--- src/rtl/strength_group_driver_if.sv ---
// Group/strength monitoring interface between the stimulus driver (master) and the
// downstream strength/format monitor (slave).
interface strength_group_driver_if #(
  parameter int unsigned NSIG = 3
);
  logic            start;
  logic            stop;
  logic [NSIG-1:0] sig_out;
  logic [NSIG-1:0] sig_oe;
  logic            smp_valid;
  logic            smp_ack;
  logic [NSIG-1:0] group;
  logic [15:0]     step_cnt;
  logic            overrun;
  logic            busy;

  modport master (
    input  start, stop, smp_ack,
    output sig_out, sig_oe, smp_valid, group, step_cnt, overrun, busy
  );

  modport slave (
    output start, stop, smp_ack,
    input  sig_out, sig_oe, smp_valid, group, step_cnt, overrun, busy
  );
endinterface

--- src/rtl/strength_group_driver.sv ---
// Periodic strength-group stimulus source with settle/sample handshake.
// Define STRENGTH_GROUP_DRIVER_LFSR_EN to step patterns with a 6-bit LFSR (NSIG=3 only).
module strength_group_driver #(
  parameter int unsigned PERIOD = 15,
  parameter int unsigned SETTLE = 2,
  parameter int unsigned NSIG   = 3
) (
  input logic                     clk,
  input logic                     rst,
  strength_group_driver_if.master bus
);
  localparam int unsigned KW = 2 * NSIG;
  localparam logic [15:0] PeriodLast = 16'(PERIOD - 1);
  localparam logic [15:0] SettleLast = 16'(SETTLE - 1);

  typedef enum logic [1:0] {StIdle, StRun, StSettle, StSample} state_e;

  state_e          state_q, state_d;
  logic [KW-1:0]   k_q, k_d, k_next;
  logic [15:0]     pcnt_q, pcnt_d;
  logic [15:0]     scnt_q, scnt_d;
  logic [15:0]     step_cnt_q, step_cnt_d;
  logic [NSIG-1:0] sig_out_q, sig_out_d;
  logic [NSIG-1:0] sig_oe_q, sig_oe_d;
  logic [NSIG-1:0] group_q, group_d;
  logic            smp_valid_q, smp_valid_d;
  logic            overrun_q, overrun_d;
  logic            busy_q, busy_d;
  logic            tick;

  if (PERIOD < 2 || PERIOD > 65535) begin : g_period_check
    $error("PERIOD must be in 2..65535");
  end
  if (SETTLE < 1 || SETTLE >= PERIOD) begin : g_settle_check
    $error("SETTLE must satisfy 1 <= SETTLE < PERIOD");
  end

`ifdef STRENGTH_GROUP_DRIVER_LFSR_EN
  localparam logic [KW-1:0] KReset = KW'(1);
  if (NSIG != 3) begin : g_lfsr_width_check
    $error("LFSR pattern mode supports NSIG=3 only");
  end
  // Fibonacci x^6+x^5+1: shift left, feedback from the two top taps.
  assign k_next = {k_q[KW-2:0], k_q[KW-1] ^ k_q[KW-2]};
`else
  localparam logic [KW-1:0] KReset = '0;
  assign k_next = k_q + KW'(1);
`endif

  assign tick = (pcnt_q == PeriodLast);

  always_comb begin
    state_d     = state_q;
    k_d         = k_q;
    pcnt_d      = pcnt_q;
    scnt_d      = scnt_q;
    step_cnt_d  = step_cnt_q;
    sig_out_d   = sig_out_q;
    sig_oe_d    = sig_oe_q;
    smp_valid_d = smp_valid_q;
    overrun_d   = overrun_q;

    if (bus.stop && (state_q != StIdle)) begin
      state_d     = StIdle;
      sig_oe_d    = '0;
      smp_valid_d = 1'b0;
    end else begin
      unique case (state_q)
        StIdle: begin
          if (bus.start && !bus.stop) begin
            state_d   = StRun;
            pcnt_d    = '0;
            overrun_d = 1'b0;
          end
        end
        StRun: begin
          if (tick) begin
            pcnt_d    = '0;
            sig_out_d = k_q[NSIG-1:0];
            sig_oe_d  = ~k_q[KW-1:NSIG];
            k_d       = k_next;
            scnt_d    = '0;
            state_d   = StSettle;
          end else begin
            pcnt_d = pcnt_q + 16'd1;
          end
        end
        StSettle: begin
          // A tick while a pattern is still in flight is dropped, not queued.
          if (tick) begin
            pcnt_d    = '0;
            overrun_d = 1'b1;
          end else begin
            pcnt_d = pcnt_q + 16'd1;
          end
          if (scnt_q == SettleLast) begin
            smp_valid_d = 1'b1;
            state_d     = StSample;
          end else begin
            scnt_d = scnt_q + 16'd1;
          end
        end
        StSample: begin
          if (tick) begin
            pcnt_d    = '0;
            overrun_d = 1'b1;
          end else begin
            pcnt_d = pcnt_q + 16'd1;
          end
          if (bus.smp_ack) begin
            smp_valid_d = 1'b0;
            step_cnt_d  = step_cnt_q + 16'd1;
            state_d     = StRun;
          end
        end
        default: state_d = StIdle;
      endcase
    end

    group_d = sig_out_d & sig_oe_d;
    busy_d  = (state_d != StIdle);
  end

  always_ff @(posedge clk or posedge rst) begin
    if (rst) begin
      state_q     <= StIdle;
      k_q         <= KReset;
      pcnt_q      <= '0;
      scnt_q      <= '0;
      step_cnt_q  <= '0;
      sig_out_q   <= '0;
      sig_oe_q    <= '0;
      group_q     <= '0;
      smp_valid_q <= 1'b0;
      overrun_q   <= 1'b0;
      busy_q      <= 1'b0;
    end else begin
      state_q     <= state_d;
      k_q         <= k_d;
      pcnt_q      <= pcnt_d;
      scnt_q      <= scnt_d;
      step_cnt_q  <= step_cnt_d;
      sig_out_q   <= sig_out_d;
      sig_oe_q    <= sig_oe_d;
      group_q     <= group_d;
      smp_valid_q <= smp_valid_d;
      overrun_q   <= overrun_d;
      busy_q      <= busy_d;
    end
  end

  assign bus.sig_out   = sig_out_q;
  assign bus.sig_oe    = sig_oe_q;
  assign bus.group     = group_q;
  assign bus.smp_valid = smp_valid_q;
  assign bus.step_cnt  = step_cnt_q;
  assign bus.overrun   = overrun_q;
  assign bus.busy      = busy_q;
endmodule

--- src/flat_wrapper.sv ---
// flat-port wrapper written by rule: the top's interface ports become plain ports
module strength_group_driver_flat 
#(
  parameter int unsigned PERIOD = 15,
  parameter int unsigned SETTLE = 2,
  parameter int unsigned NSIG   = 3
)
  (clk, rst, bus_start, bus_stop, bus_smp_ack, bus_sig_out, bus_sig_oe, bus_smp_valid, bus_group, bus_step_cnt, bus_overrun, bus_busy);
  strength_group_driver_if #(.NSIG(NSIG)) bus_i ();
  input logic clk;
  input logic rst;
  input wire logic [$bits(bus_i.start)-1:0] bus_start;
  input wire logic [$bits(bus_i.stop)-1:0] bus_stop;
  input wire logic [$bits(bus_i.smp_ack)-1:0] bus_smp_ack;
  output wire logic [$bits(bus_i.sig_out)-1:0] bus_sig_out;
  output wire logic [$bits(bus_i.sig_oe)-1:0] bus_sig_oe;
  output wire logic [$bits(bus_i.smp_valid)-1:0] bus_smp_valid;
  output wire logic [$bits(bus_i.group)-1:0] bus_group;
  output wire logic [$bits(bus_i.step_cnt)-1:0] bus_step_cnt;
  output wire logic [$bits(bus_i.overrun)-1:0] bus_overrun;
  output wire logic [$bits(bus_i.busy)-1:0] bus_busy;
  assign bus_i.start = bus_start;
  assign bus_i.stop = bus_stop;
  assign bus_i.smp_ack = bus_smp_ack;
  assign bus_sig_out = bus_i.sig_out;
  assign bus_sig_oe = bus_i.sig_oe;
  assign bus_smp_valid = bus_i.smp_valid;
  assign bus_group = bus_i.group;
  assign bus_step_cnt = bus_i.step_cnt;
  assign bus_overrun = bus_i.overrun;
  assign bus_busy = bus_i.busy;
  strength_group_driver #(.PERIOD(PERIOD), .SETTLE(SETTLE), .NSIG(NSIG)) u_core (.clk(clk), .rst(rst), .bus(bus_i));
endmodule
--- config.mk ---
export PLATFORM = sky130hd
export DESIGN_NAME = strength_group_driver_flat
export DESIGN_NICKNAME = d
export VERILOG_FILES = /design/src/rtl/strength_group_driver_if.sv /design/src/rtl/strength_group_driver.sv /design/src/flat_wrapper.sv
export SDC_FILE = /design/constraint.sdc
export NUM_CORES = 1
export LEC_CHECK = 0
export CORE_AREA = 2 2 92 94
export CTS_CLUSTER_DIAMETER = 150
export CTS_CLUSTER_SIZE = 28
export DETAILED_ROUTE_END_ITERATION = 12
export DIE_AREA = 0 0 94 96
export GPL_TIMING_DRIVEN = 0
export PLACE_DENSITY = 0.76
export SYNTH_ARGS = -nofsm -noshare
export SYNTH_HDL_FRONTEND = slang
export SYNTH_SLANG_ARGS = --single-unit
--- constraint.sdc ---
create_clock -name clk -period 6.2 [get_ports clk]
set_input_delay 1.24 -clock clk [delete_from_list [all_inputs] [get_ports clk]]
set_output_delay 1.24 -clock clk [all_outputs]
set_load 0.01 [all_outputs]
==> impl_metrics.toml, run 1 <==
[outcome]
status = "finished clean"

[routing]
antenna_violating_nets_post_route = 0
post_drt_via_cell_ratio = 5.402
via_count = 2647
firstDrtPassIters = 4
postRouteWirelength_um = 7124
drcViolationCount = 0
first_iter_violations = 160
routed_wirelength_normalized_by_instance_count_um = 14.54

[sta]
timing.setup.tns_ns = 0
hold_viol = 0
max-slew-margin-rel = 0.3326
final_min_period_over_clock_period = 0.4844
timing.final.setup_violations = 0
timing.final.crit_period_ns = 3.004
tightestPinTransition_ns = 0.9920
worst_clock_skew_ns = 0.01009
timing.final.max_slew_violations = 0
max_freq_mhz = 332.9
rsz0062_at_grt = "no"

[synth]
ys_seq_elements = 68
synth_area_per_cell_um2 = 10.36
synth_area_um2 = 3512
synth-edff-count = 0
synth_seq_area_share = 0.4845
synthDistinctLibCells = 55
async_set_or_reset_register_ratio_after_synthesis = 1.000
synthesis.nets = 355
ys.warnings.count = 0
post_synth_inst_count = 339
yosys_most_used_dff = "sky130_fd_sc_hd__dfrtp_1"

[clock_tree]
clk_root_buffer_cell = "sky130_fd_sc_hd__clkbuf_8"
clock_sinks = 68
max-clock-path-buffers = 2
cts_tree = "yes"
clk_transition_reported_paths_ns = 0.07
cts-resized-gates = 0
postCtsSetupRepairBufs = 0
clock_latency_ns = 0.34
htreeDepth = 3
holdBufCountCts = 0
cts_buffers = 9

[power_and_ir_drop]
clkPwrFrac = 0.306
power_switching_uw = 398.7
power_uw = 1261
comb_power_share = 0.279
seq_power_share = 0.414
power.ir.vdd_worst_uv = 216.7
leakage_uw = 0.001767
power.switching_fraction = 0.3163
internal_power_uw = 861.8
power_density_nw_per_um2 = 302.9

[floorplanning]
initial_utilization = 0.4362
placeable_core_region_um2 = 8051
rows = 33
die_height_um = 96
ioPinCount = 33
dieArea_um2 = 9024
die_x_um = 94

[cells_and_area]
area_growth_pct = 18.49
final-seq-area_um2 = 1702
n_antenna_cell = 0
nets = 397
layout.cells.most_common = "sky130_fd_sc_hd__dfrtp_1"
fillCellCount = 727
layout-drive-gt1-share = 0.1143
multi_input_area_um2 = 1709
layout_common_cells = "68 x sky130_fd_sc_hd__dfrtp_1, 33 x sky130_fd_sc_hd__nand2_1, 31 x sky130_fd_sc_hd__clkdlybuf4s50_1"

[placement]
detailed_place_hpwl_um = 5037
port_buffers = 31
globalplace.congestion = 0.8943

[global_routing]
grt_overflow = 0
initial_antenna_violation_count = 0
first_global_vias = 2611
grt_first_pass_wirelength_um = 12320
grtUsageTotal = 0.1729
grt_max_degree = 69

[critical_path]
cp_data_required_time_ns = 6.42
critical_path_peak_fanout = 6
timing.critical_path.to_type = "register"
timing.critical_path.arrival_ns = 3.22
crit_type = "input pin to register"
worst_setup_path_start_kind = "input pin"

[hold_path]
worst_hold_path_type = "register to register"

[flow_run]
drv_cap = 0
## cells in the mapped netlist (all sizes together), types with 3 or more instances
cell / n / area share
dfrtp: 68 / 0.48
nand2: 33 / 0.035
nor2: 28 / 0.030
nand3: 19 / 0.027
xnor2: 19 / 0.047
o21ai: 17 / 0.024
xor2: 16 / 0.040
ha: 11 / 0.039
nand4: 10 / 0.018
a21oi: 9 / 0.013
inv: 9 / 0.0096
and3: 8 / 0.015
o31ai: 8 / 0.017
or3: 8 / 0.016
clkbuf: 7 / 0.013
nor3: 7 / 0.011
nor4: 7 / 0.021
and4: 6 / 0.016
mux2: 6 / 0.019
nor4b: 4 / 0.010
or2: 4 / 0.0071
buf: 3 / 0.0061
nand4b: 3 / 0.0075
o211ai: 3 / 0.0064
## cell families after synthesis
family                   synth area share
AND/OR/NAND/NOR                    0.2458
flip-flops                         0.4845
AO/OA/AOI/OAI                     0.09227
XOR/XNOR                          0.08728
buffers and inverters             0.02886
adder cells (fa/ha/maj)           0.03919
multiplexers                      0.02209
## registers in the layout, indices dropped and copies added (netlist names)
name                  flops
u_core.pcnt_q            16
u_core.scnt_q            16
u_core.state_q            2
u_core.bus.smp_valid      1
u_core.bus.step_cnt      16
u_core.bus.busy           1
u_core.k_q                6
u_core.bus.group          3
u_core.bus.sig_out        3
u_core.bus.overrun        1
u_core.bus.sig_oe         3
## through the flow
stage	setup WS, ns	hold WS [ns]	std cells	instance area [µm²]	util
final	3.196	0.4813	490	4161	0.5169
after global routing	2.991	0.4956	490	4161	0.5169
after CTS	3.187	0.4755	490	4161	0.5169
after detailed placement	2.821	0.4668	475	3956	0.4914
after global placement	2.084	0.4663	475	3954	0.4911
after floorplan	3.248	0.4461	339	3512	-
## area by class of cell
type / instances / share of cell area
Multi-Input combinational cell: 252 / 0.4107
Sequential cell: 68 / 0.4089
Clock buffer: 10 / 0.03067
Buffer: 10 / 0.01624
Tap cell: 105 / 0.03157
Clock inverter: 5 / 0.01864
Inverter: 9 / 0.008719
Timing Repair Buffer: 31 / 0.07456
## layer usage
layer | part of all wire | GRT usage | vias up
met5 | 0 | 0 | -
met4 | 0.015 | 0.07246 | 0
met3 | 0.027 | 0.03681 | 8
met2 | 0.50 | 0.2798 | 46
met1 | 0.46 | 0.2267 | 1297
li1 | - | - | 1296
## path summary, 6_finish.rpt
check | slack (ns) | startpoint | end | depth (start not counted)
hold reg to reg | 0.48 | u_core.bus.step_cnt[15] | u_core.bus.step_cnt[15] | 1
setup reg to reg | 3.70 | u_core.state_q[1] | u_core.scnt_q[6] | 8
setup / recovery | 3.20 | bus_start | u_core.pcnt_q[9] | 6
min in group asynchronous | 1.42 | rst | u_core.bus.step_cnt[8] | 2
hold / removal | 0.48 | u_core.bus.step_cnt[15] | u_core.bus.step_cnt[15] | 1
max in group asynchronous | 4.26 | rst | u_core.scnt_q[5] | 2
## power groups by stage
stage               clock network, µW  registers, µW  logic, µW
global route                      413            528        396
detailed placement                  0            531        351
floorplan                           0            531        242
global placement                    0            529        347
finish                            386            522        352
CTS                               394            522        356
## critical path, cell delays in order
cell                              delay [ns]
sky130_fd_sc_hd__clkdlybuf4s50_1        0.52
sky130_fd_sc_hd__nor2b_1                0.12
sky130_fd_sc_hd__nor4_1                 0.86
sky130_fd_sc_hd__nand4_1                0.23
sky130_fd_sc_hd__xor2_1                 0.19
sky130_fd_sc_hd__nor2_1                 0.05
(Power assumes the default switching activity.)
==> run 2: changes to the inputs <==
Clock period 6.2 ns to 3 ns, I/O delays scaled along.
==> results of run 2 <==
The final DEF is identical to that of run 1. Status: finished clean.
Main changes from that run: setup slack after placement 2.821 ns -> 0.2613 ns; setup slack after layout 3.196 ns -> 0.4971 ns; start point of the critical path bus_start -> u_core.state_q[1]; end point of the critical path u_core.pcnt_q[9] -> u_core.scnt_q[6]; register-to-register setup slack 3.70 ns -> 0.50 ns; total power 1261 µW -> 2605 µW; worst IR drop on VDD 216.7 µV -> 447.8 µV
